### src/rtl/instruction_fetch_unit.sv
// Instruction fetch unit: slaves the program counter, fetches one word per
// address over a req/ack memory port, hands it to the decoder over
// valid/ready, and retries a fetch that times out.
module instruction_fetch_unit #(
  parameter int ADDR_W   = 16,
  parameter int DATA_W   = 16,
  parameter int MAX_WAIT = 8
) (
  input  logic              clk,
  input  logic              Fetch_Rst,
  input  logic [ADDR_W-1:0] inst_addr,
  output logic              Pc_Ld,
  output logic [ADDR_W-1:0] Pc_addr_in,
  output logic              Mem_Req,
  output logic [ADDR_W-1:0] Mem_Addr,
  input  logic              Mem_Ack,
  input  logic [DATA_W-1:0] Mem_Data,
  output logic [DATA_W-1:0] Inst_Out,
  output logic              Inst_Valid,
  input  logic              Inst_Ready,
  input  logic              Br_Taken,
  input  logic [ADDR_W-1:0] Br_Target,
  output logic              Fetch_Err
);

  localparam int CNT_W = (MAX_WAIT > 2) ? $clog2(MAX_WAIT) : 1;
  localparam logic [CNT_W-1:0] WAIT_LAST = CNT_W'(MAX_WAIT - 1);

  typedef enum logic [1:0] {
    IDLE,
    FETCH,
    RETRY,
    HOLD
  } state_t;

  state_t            state;
  logic [ADDR_W-1:0] fetch_addr;
  logic [ADDR_W-1:0] next_addr;
  logic [CNT_W-1:0]  wait_cnt;

  // Next PC: branch target when taken, otherwise sequential (wraps at the top)
  always_comb begin
    next_addr = Br_Taken ? Br_Target : fetch_addr + ADDR_W'(1);
  end

  // Fetch sequencer with registered outputs; Fetch_Err defaults low so it pulses
  always_ff @(posedge clk or posedge Fetch_Rst) begin
    if (Fetch_Rst) begin
      state      <= IDLE;
      Pc_Ld      <= 1'b0;
      Pc_addr_in <= '0;
      Mem_Req    <= 1'b0;
      Mem_Addr   <= '0;
      Inst_Out   <= '0;
      Inst_Valid <= 1'b0;
      Fetch_Err  <= 1'b0;
      fetch_addr <= '0;
      wait_cnt   <= '0;
    end else begin
      Fetch_Err <= 1'b0;
      unique case (state)
        IDLE: begin
          fetch_addr <= inst_addr;
          Pc_Ld      <= 1'b1;
          Pc_addr_in <= inst_addr;
          Mem_Req    <= 1'b1;
          Mem_Addr   <= inst_addr;
          state      <= FETCH;
        end
        FETCH: begin
          // an ack arriving on the timeout cycle takes priority over the error
          if (Mem_Ack) begin
            Inst_Out   <= Mem_Data;
            Inst_Valid <= 1'b1;
            Mem_Req    <= 1'b0;
            wait_cnt   <= '0;
            state      <= HOLD;
          end else if (wait_cnt == WAIT_LAST) begin
            Fetch_Err <= 1'b1;
            Mem_Req   <= 1'b0;
            wait_cnt  <= '0;
            state     <= RETRY;
          end else begin
            wait_cnt <= wait_cnt + CNT_W'(1);
          end
        end
        RETRY: begin
          Mem_Req <= 1'b1;
          state   <= FETCH;
        end
        HOLD: begin
          if (Inst_Ready) begin
            fetch_addr <= next_addr;
            Pc_addr_in <= next_addr;
            Mem_Addr   <= next_addr;
            Mem_Req    <= 1'b1;
            Inst_Valid <= 1'b0;
            state      <= FETCH;
          end
        end
        default: state <= IDLE;
      endcase
    end
  end

endmodule

### config.mk
export PLATFORM = sky130hd
export DESIGN_NAME = instruction_fetch_unit
export DESIGN_NICKNAME = d
export VERILOG_FILES = /design/src/rtl/instruction_fetch_unit.sv
export SDC_FILE = /design/constraint.sdc
export NUM_CORES = 1
export LEC_CHECK = 0
export ABC_CLOCK_PERIOD_IN_PS = 1700
export CAP_MARGIN = 20
export CORE_ASPECT_RATIO = 1.75
export CORE_MARGIN = 1
export CORE_UTILIZATION = 44
export CTS_BUF_LIST = sky130_fd_sc_hd__clkbuf_4 sky130_fd_sc_hd__clkbuf_8
export DETAILED_ROUTE_END_ITERATION = 12
export GPL_ROUTABILITY_DRIVEN = 0
export HOLD_SLACK_MARGIN = 0.1
export PLACE_DENSITY = 0.89
export SLEW_MARGIN = 15
export SYNTH_ARGS = -nofsm -noshare
export SYNTH_HDL_FRONTEND = slang
export SYNTH_SLANG_ARGS = --single-unit
### constraint.sdc
create_clock -name clk -period 1.7 [get_ports clk]
set_input_delay 0.34 -clock clk [delete_from_list [all_inputs] [get_ports clk]]
set_output_delay 0.34 -clock clk [all_outputs]
set_load 0.005 [all_outputs]
==> impl_results.md, run 1 <==
- Peak Freq: 0.606 GHz
- Max-slew violation total from the final report: 0
- Final worst-path cycle share: ~97%
- Design area: about 3700 um2
- Status: completed
- Hold Buf Count CTS: 0
- Combinational Power Share: 44.8%
- Clock Latency Late Sink: 0.30 ns
- Seq/Total Area, Yosys: about 42%
- Crit-path max FO: 8
- Synth Instances: roughly 240
- Met2 routed WL: roughly 3800 um
- Distinct cells, synth: a little under 50
- Hold Worst Slack: roughly 0.37 ns
- Synth top cells by count: dfrtp_1, a21oi_1, buf_4
- WL met1: between 2000 and 2500 um
- Final WL: ~6600 um
- Cell family with most CP delay: buffers and inverters
- Pwr/cell area: 1110 nW/um2
- Final worst slack: between 0.05 and 0.06 ns
- Iter 0 DRT Violations: approximately 90
- Post-route DRC: 0
- Die area: about 5900 um2
- Clock Tree Buf Depth: 2
- DIE HEIGHT: 101 um
- Initial Util: between 40% and 50%
- CP endpoint kind: output port
- Final period demand of the worst path: between 1.5 and 2 ns
- Slowest stage delay, CP: approximately 0.54 ns
- Multi-input gate area: approximately 1200 um2
- Register Area: approximately 1000 um2
- Ys Warns: 0
- Fraction of layout cells with a size suffix above 1: between 10% and 20%
- Synth area leaders: dfrtp_1, buf_4, mux2_1, a21oi_1, xnor2_1
- Post-synth EDFFs: 0
- Final setup violation count: 0
- Final std cells w/o fill: roughly 420
- Fin nets: 400
- Num ports: between 100 and 150
- Gr usage total: a little under a quarter
- Die Wd: between 50 and 60 um
- Number of antenna violations at the first check in global routing: 0
- Internal power: 2700 uW
- Post-synth ARST share: 100%
- Placed cells: 410
- MaxCap Viol Count: 0
- Via count: around 2200
- CTS sink count: around 40
- CTS Buf Count: 5
- Largest net degree at the start of global routing: 26
- Worst path bufs/invs: 1
- Core area: approximately 5300 um2
- Sequential group share of total power: between 30% and 40%
- Filler Cells Inserted: between 400 and 500
- Diode count: 0
- CP max-delay cell: clkdlybuf4s50_1
- Setup Skew: about 0.0092 ns
- Critical Path AT: roughly 1.3 ns
- Maximum level of the CTS H-tree: 2
- Mean Syn Cell Area: slightly above 10 um2
- Worst Tran Pin Value: approximately 0.42 ns
- Mapped Area: about 2400 um2
- Rel. slew slack: between 70% and 80%
- DR WL/cell: about 16 um
- Critical path class: flip-flop to output port
- Clk root buf: clkbuf_8
- Clk network pwr share: between 10% and 20%
- Total grt overflow: 0
- Critical path launch point type: flip-flop
- Via count of the first global-routing pass: about 2100
- CP Cell Sequence: clkdlybuf4s50_1
- Total net switching power: 1370 uW
- Max layer used: met4
- Hold Fails Final Rpt: 0
- Leakage power: ~0.0015 uW
- Hold/Removal Path Class: input pin to asynchronous set/reset pin
- Area share of the largest cell type after synthesis: a little over two fifths
- Synth Net Count: 298
- Max VDD drop: 797 uV
- Met3 routed WL: between 200 and 300 um
- Drt via density: between 5 and 6
- Area delta synth->final: 50.5%
- Setup TNS: 0 ns
- Post-DRT Antenna Nets: 0
- First-pass GRT wire length: 10400 um
- Area leader, netlist: dfrtp_1
- CTS tree: yes
- Port bufs: 104
- RSZ-0062 raised after global routing: no
- Drt pass-1 iters: 4
- Row count: 35
- HPWL after DPL: 5020 um
- Placed cell area: about 3500 um2
- Top_reg_cell synth: dfrtp_1
- #FFs+latches synth: 41
- Count leader, synth: dfrtp_1
- Worst EP required: 1.36 ns
- Worst-path clk slew: 0.09 ns
- DP Worst Slack: -0.175 ns
- Switching share of power: 33.7%
## layout make-up
class	count	area share, %
Timing Repair Buffer	124	33.0
Tap cell	74	2.52
Inverter	8	0.817
Clock inverter	3	0.681
Sequential cell	41	28.2
Multi-Input combinational cell	164	32.9
Clock buffer	5	1.87
## routing by layer
layer  vias up  GRT usage, %
met5         -             0
met4         0          8.24
met3         8          3.21
met2        78          43.1
met1      1063          27.0
li1       1061             -
## sequential cells by signal, indices dropped and copies added (netlist names)
name,count
wait_cnt,3
Inst_Out,16
state,2
Pc_Ld,1
Fetch_Err,1
Mem_Req,1
fetch_addr,16
Inst_Valid,1
## logic make-up (layout without fill, tap and decap cells)
kind of cell / after synthesis / after routing / synth area share [%]
buffers and inverters: 37 / 140 / 8.87
XOR/XNOR: 10 / 10 / 3.59
adder cells (fa/ha/maj): 3 / 3 / 1.54
flip-flops: 41 / 41 / 42.0
multiplexers: 22 / 22 / 9.84
AO/OA/AOI/OAI: 57 / 57 / 14.8
AND/OR/NAND/NOR: 72 / 72 / 19.4
## final timing paths
path,cells past startpoint,endpoint,startpoint,slack (ns)
min,3,fetch_addr[4]$_DFFE_PP0P_,Fetch_Rst,0.37
max in group asynchronous,3,state[0]$_DFFE_PP0P_,Fetch_Rst,1.05
max,1,Mem_Addr[8],fetch_addr[8]$_DFFE_PP0P_,0.05
max reg2reg,6,fetch_addr[8]$_DFFE_PP0P_,fetch_addr[0]$_DFFE_PP0P_,0.10
min in group clk,1,Pc_Ld$_DFFE_PP0P_,Pc_Ld$_DFFE_PP0P_,0.49
min reg2reg,1,Pc_Ld$_DFFE_PP0P_,Pc_Ld$_DFFE_PP0P_,0.49
## cell usage in the layout (no fill, tap or decap), drive strengths merged, types with 2 or more instances in the layout
cell and instances:
inv 9, dfrtp 41, nand4 2, a221oi 2, nand3 11, and3 6, nand2b 5, a31oi 4
buf 20, o211ai 6, xnor2 9, clkdlybuf4s50 103, nand3b 5, nor3 5, o21ai 12, nand2 14
nor3b 3, mux2i 6, a22oi 2, mux2 16, ha 3, nor4 5, clkbuf 5, a211o 2
a21oi 20, nor2 13
## repair_timing
item	CTS	global route
hold endpoints to repair	0	0
gates resized for setup	4	9
buffers inserted	1	0
setup endpoints to repair	10	15
pin swaps	0	0
## power groups by stage
stage                     Combinational, uW  Sequential, uW  Clock, uW
after floorplan                         831            1560          0
after CTS                              1820            1560        690
final                                  1820            1570        676
after global routing                   1970            1610        735
after detailed placement               1790            1570          0
after global placement                 1730            1550          0
## metrics by stage
stage,utilization [%],total power (uW)
finish,69.4,4070
global route,69.4,4310
CTS,68.9,4070
detailed placement,66.9,3360
global placement,66.9,3280
floorplan,-,2390
(Power assumes the default switching activity.)
==> run 2: changes to the inputs <==
- ABC_CLOCK_PERIOD_IN_PS: 1700 -> 2000
- CORE_UTILIZATION: 44 -> 47
- PLACE_DENSITY: 0.89 -> 0.94
- clock period: 1.7 -> 2 ns (I/O delays scaled with it)
==> run 2 against run 1 <==
Net effect:
- final area shrank 3.0%
- worst hold slack gained 0.032 ns
- clock skew shrank 0.0014 ns
- combinational power shrank 20%
- cell count shrank 6.9%
- clock-buffer cell count is the same
- critical path depth is the same
- setup slack gained 0.13 ns
- power shrank 17%
- global-route usage grew 0.13 points
- largest cell class is now multi-input gates
- highest routed layer unchanged
==> impl_results.md, run 2 (synthesis gave the netlist of run 1 again) <==
- Top flop regs: Inst_Out x16, fetch_addr x16, wait_cnt x3
- CTS resizes: 0 (-4)
- Hold Buf Count CTS: 0 (unchanged)
- Met3 routed WL: 289 um (-1.4%)
- Final setup violation count: 0 (unchanged)
- Fin nets: 391 (-2.3%)
- Final worst slack: 0.178 ns (+0.128 ns)
- Drt via density: 5.62 (+6.5%)
- MaxCap Viol Count: 0 (unchanged)
- Via count: 2190 (-0.90%)
- Clk root buf: clkbuf_8
- Most frequent cells in the layout: clkdlybuf4s50_1, dfrtp_1, a21oi_1
- Tot Pwr: 3370 uW (-17%)
- Worst R2R Setup Slack: 0.36 ns (+0.26 ns)
- Critical path launch point type: flip-flop
- RSZ-0062 raised after global routing: no
- CP Cell Sequence: clkdlybuf4s50_1
- Worst-path clk slew: 0.09 ns (about the same)
- Clock Latency Late Sink: 0.30 ns (about the same)
- Rel. slew slack: 57.7% (-14 points)
- Most common library cell in the layout ignoring fill and taps: clkdlybuf4s50_1
- Util after Layout: 71.6% (+2.3 points)
- CP endpoint kind: output port
- Status: completed
- Setup Skew: 0.00786 ns (-0.00137 ns)
- Worst path bufs/invs: 1 (unchanged)
- Worst Tran Pin Value: 0.634 ns (+0.217 ns)
- Num ports: 105 (unchanged)
- WL met1: 2490 um (+1.3%)
- Max VDD drop: 831 uV (+4.2%)
- Gr usage total: 23.6% (+0.13 points)
- Port bufs: 104 (unchanged)
- Max-slew violation total from the final report: 0 (unchanged)
- Met2 routed WL: 3450 um (-8.7%)
- Largest net degree at the start of global routing: 26 (unchanged)
- Fraction of layout cells with a size suffix above 1: 11.6% (-4.9 points)
- DP Worst Slack: -0.00760 ns (+0.167 ns)
- Hold Fails Final Rpt: 0 (unchanged)
- First-pass GRT wire length: 10400 um (about the same)
- Critical path class: flip-flop to output port
- Post-CTS setup buffers: 0 (-1)
- Hold Worst Slack: 0.404 ns (+0.0324 ns)
- Hold/Removal Path Class: input pin to asynchronous set/reset pin
- Slowest stage delay, CP: 0.59 ns (+0.05 ns)
- Area delta synth->final: 46.0%
- Diode count: 0 (unchanged)
- Leakage power: 0.00145 uW (-3.0%)
- Reg-to-reg critical path startpoint: fetch_addr[1]$_DFFE_PP0P_
- Reg2reg path depth: 5 (-1)
- Core area: 4980 um2 (-6.1%)
- Total grt overflow: 0 (unchanged)
- Clock Tree Buf Depth: 2 (unchanged)
- DR WL/cell: 16.2 um (+2.4%)
- Post-route DRC: 0 (unchanged)
- Initial Util: 49.0% (+3.0 points)
- Final worst-path cycle share: 91.1%
- Maximum level of the CTS H-tree: 2 (unchanged)
- Row count: 34 (-2.9%)
- DIE HEIGHT: 97.3 um (-3.2%)
- Cell family with most CP delay: buffers and inverters
- CP max-delay cell: clkdlybuf4s50_1
- Die Wd: 56.5 um (-3.1%)
- Via count of the first global-routing pass: 2156 (+0.42%)
- Peak Freq: ~0.55 GHz
- Worst EP required: 1.60 ns (+0.24 ns)
- Iter 0 DRT Violations: 70 (-24%)
- Crit-path max FO: 8 (unchanged)
- HPWL after DPL: 4870 um (-2.9%)
- Pwr/cell area: 946 nW/um2 (-15%)
- Final WL: 6330 um (-4.7%)
- Final period demand of the worst path: roughly 1.8 ns
- Drt pass-1 iters: 4 (unchanged)
- Critical Path AT: 1.42 ns (+0.11 ns)
- Max layer used: met4
- Die area: 5500 um2 (-6.2%)
- CTS Buf Count: 5 (unchanged)
- RR Endpoint: fetch_addr[14]$_DFFE_PP0P_
- CTS tree: yes
- Number of antenna violations at the first check in global routing: 0 (unchanged)
- Setup TNS: 0 ns (unchanged)
- Post-DRT Antenna Nets: 0 (unchanged)
- CTS sink count: 41 (unchanged)
-- run 2: changes by cell type in the layout (fill, tap and decap cells not counted), moves of 2 or more --
cell,before,now
buf_4,17,9
dfrtp_1,33,41
dfrtp_2,8,0
buf_6,2,0
-- run 2: worst max path at each step --
stage	from	to	cells past startpoint
floorplan	fetch_addr[0]$_DFFE_PP0P_	fetch_addr[14]$_DFFE_PP0P_	5
global placement	Inst_Ready	fetch_addr[6]$_DFFE_PP0P_	6
detailed placement	Inst_Ready	fetch_addr[6]$_DFFE_PP0P_	6
CTS	fetch_addr[7]$_DFFE_PP0P_	Pc_addr_in[7]	1
global route	fetch_addr[7]$_DFFE_PP0P_	Pc_addr_in[7]	1
finish	fetch_addr[8]$_DFFE_PP0P_	Mem_Addr[8]	1
-- run 2: power breakdown --
part	internal [uW]	total, uW	switching (uW)
registers	1050	1340	284
clock network	255	577	322
logic	926	1460	533
-- run 2: metal layers --
metal,vias up,GRT usage [%]
met5,-,0
met2,82,41.9
met4,0,7.69
met3,8,2.40
li1,1039,-
met1,1061,29.2
-- run 2: per-stage QoR --
step                area (um2)  cells
detailed placement        3470    382
global placement          3470    382
floorplan                 2440    242
global route              3560    390
CTS                       3560    390
finish                    3560    390
-- run 2: final cells by class --
type	count	area (um2)
fill	358	1410
sequential	41	1030
tap	54	67.6
inverter	8	30.0
timing repair buffer	115	1150
clock inverter	3	25.0
multi-input combinational	164	1200
clock buffer	5	68.8
==> run 3: changes to the inputs <==
- ABC_CLOCK_PERIOD_IN_PS: 2000 -> 1480
- CORE_MARGIN: 1 -> 5
- CORE_UTILIZATION: 47 -> 39
- CTS_BUF_LIST: sky130_fd_sc_hd__clkbuf_4 sky130_fd_sc_hd__clkbuf_8 -> sky130_fd_sc_hd__clkbuf_8 sky130_fd_sc_hd__clkbuf_16
- PLACE_DENSITY: 0.94 -> 0.84
- clock period: 2 -> 1.48 ns (I/O delays scaled with it)
==> run 3 against run 2 <==
Net effect:
- the flow now finishes with violations (setup timing)
- clock power grew 35%
- critical path depth grew 4
- routed wire length grew 26%
- largest cell class is now non-clock buffers
- largest power group unchanged
==> impl_results.md, run 3 (synthesis gave the netlist of run 1 again) <==
- HPWL after DPL: 5470 um (+12%)
- Hold Fails Final Rpt: 0 (unchanged)
- Die area: 8000 um2 (+46%)
- Peak Freq: 0.670 GHz
- Num ports: 105 (unchanged)
- Worst Tran Pin Value: 0.333 ns (-0.300 ns)
- Final period demand of the worst path: approximately 1.5 ns
- CP Cell Sequence: ha_2 > nand3_4 > o31a_1 > o31ai_2 > o21ai_1
- Clock Tree Buf Depth: 2 (unchanged)
- Placed cells: 425 (+11%)
- Post-route DRC: 0 (unchanged)
- CTS sink count: 41 (unchanged)
- Met1 Use GR: 20.4% (-8.8 points)
- Most common library cell in the layout ignoring fill and taps: clkdlybuf4s50_1
- Leakage power: 0.00189 uW (+31%)
- Critical path class: flip-flop to flip-flop
- Iter 0 DRT Violations: 156 (+120%)
- Final worst slack: -0.0125 ns (-0.191 ns)
- Core area: 6130 um2 (+23%)
- CP max-delay cell: dfrtp_2
- Post-DRT Antenna Nets: 0 (unchanged)
- Register Area: 1040 um2 (+1.8%)
- Drt pass-1 iters: 4 (unchanged)
- Multi-input gate area: 1320 um2 (+10%)
- Final setup violation count: 1 (+1)
- Hold Worst Slack: 0.326 ns (-0.0778 ns)
- Final WL: 8000 um (+26%)
- Max-slew violation total from the final report: 0 (unchanged)
- Row count: 38 (+12%)
- Worst EP required: 1.66 ns (+0.06 ns)
- Design area: 4080 um2 (+15%)
- Most frequent cells in the layout: clkdlybuf4s50_1, buf_4, dlygate4sd2_1
- Initial Util: 39.8% (-9.2 points)
- Worst-path clk slew: 0.09 ns (about the same)
- DR WL/cell: 17.3 um (+6.5%)
- CP endpoint kind: flip-flop
- Top flop regs: Inst_Out x16, fetch_addr x16, wait_cnt x3
- Sequential group share of total power: 34.4% (-5.2 points)
- Crit-path max FO: 5 (-3)
- Fin nets: 438 (+12%)
- CTS tree: yes
- GRT Max-Usage Layer: met2
- Fraction of layout cells with a size suffix above 1: 29.8% (+18 points)
- Switching share of power: 34.9% (+1.1 points)
- Die Wd: 69.8 um (+24%)
- Pwr/cell area: 1210 nW/um2 (+28%)
- Internal power: 3220 uW (+44%)
- Clock Latency Late Sink: 0.30 ns (about the same)
- Placed cell area: 3640 um2 (+5.0%)
- DIE HEIGHT: 115 um (+18%)
- Via count: 2410 (+10%)
- Gr usage total: 19.0% (-4.6 points)
- Drt via density: 5.21 (-7.3%)
- Port bufs: 104 (unchanged)
- Maximum level of the CTS H-tree: 2 (unchanged)
- Total net switching power: 1720 uW (+51%)
- GR Layer Usage met3: 3.34% (+0.94 points)
- Setup Skew: 0.00552 ns (-0.00234 ns)
- Final worst-path cycle share: 101%
- Critical path launch point type: flip-flop
- Failing checks: setup timing
- First-pass GRT wire length: 12100 um (+16%)
- Via count of the first global-routing pass: 2545 (+18%)
- Worst R2R Setup Slack: -0.01 ns (-0.37 ns)
- Largest net degree at the start of global routing: 25 (-3.8%)
- Hold/Removal Path Class: input pin to asynchronous set/reset pin
- RSZ-0062 raised after global routing: yes
- CTS Buf Count: 5 (unchanged)
- Critical Path AT: 1.67 ns (+0.25 ns)
- Filler Cells Inserted: 478 (+34%)
- Diode count: 0 (unchanged)
- Met2 Use GR: 34.4% (-7.5 points)
- Clk root buf: clkbuf_8
- Number of antenna violations at the first check in global routing: 0 (unchanged)
- Reg-to-reg critical path startpoint: fetch_addr[0]$_DFFE_PP0P_
- Max VDD drop: 630 uV (-24%)
- MaxCap Viol Count: 0 (unchanged)
- Combinational Power Share: 49.8% (+6.5 points)
- Slowest stage delay, CP: 0.38 ns (-0.21 ns)
- Final std cells w/o fill: 463 (+19%)
- Crit path from: fetch_addr[0]$_DFFE_PP0P_
- Area delta synth->final: 67.3%
- Status: finished, violations left
- Rel. slew slack: 77.8% (+20 points)
- Total grt overflow: 0 (unchanged)
- Clk network pwr share: 15.8% (-1.3 points)
==> run 3: stage by stage <==
| stage | total power (uW) | TNS [ns] | setup slack [ns] | util (%) |
|---|---|---|---|---|
| finish | 4940 | -0.0125 | -0.0125 | 66.6 |
| global route | 5240 | -0.411 | -0.0726 | 66.6 |
| CTS | 4810 | -0.0207 | -0.0125 | 63.2 |
| detailed placement | 3950 | -5.55 | -0.333 | 59.4 |
| global placement | 3890 | -4.88 | -0.289 | 59.4 |
| floorplan | 2760 | 0 | 0.0208 | - |
==> run 3: worst max-delay path, delay by kind of cell, from the launching register on <==
| kind | cells | cell delay [ns] |
|---|---|---|
| and+or+nand+nor | 1 | 0.14 |
| adders and majority gates | 1 | 0.22 |
| AOI/OAI and AO/OA | 3 | 0.64 |
| DFF | 1 | 0.38 |
==> run 3: final cells by class <==
class | count | area share (%)
well taps | 80 | 2.45
inverters | 8 | 0.735
repair buffers | 160 | 36.6
clock buffers | 5 | 1.69
flip-flops and latches | 41 | 25.6
clock inverters | 3 | 0.613
multi-input cells | 166 | 32.4
==> run 3: metal layers <==
metal	routed length [um]	share of wire (%)
met1	2920	37
met2	4340	54
met3	407	5.1
met4	331	4.1
met5	0	0
==> run 3: power groups by stage <==
stage	logic, uW	registers, uW	clock network, uW
after floorplan	960	1800	0
after global placement	2100	1790	0
after detailed placement	2140	1810	0
after CTS	2350	1690	782
after global routing	2660	1740	836
final	2460	1700	779
==> run 3: final timing paths <==
path	depth (start not counted)	to
max in group asynchronous	3	fetch_addr[13]$_DFFE_PP0P_
hold / removal	3	Inst_Out[0]$_DFFE_PP0P_
setup reg to reg	5	fetch_addr[8]$_DFFE_PP0P_
setup / recovery	5	fetch_addr[8]$_DFFE_PP0P_
hold reg to reg	1	Pc_Ld$_DFFE_PP0P_
min in group clk	4	Inst_Valid$_DFFE_PP0P_
==> run 3: repair_timing <==
item,in CTS,in global routing
gates cloned,0,2
buffers inserted,19,9
pin swaps,1,6
endpoints found under the setup margin,47,44
gates resized for setup,50,33
hold buffers,0,0
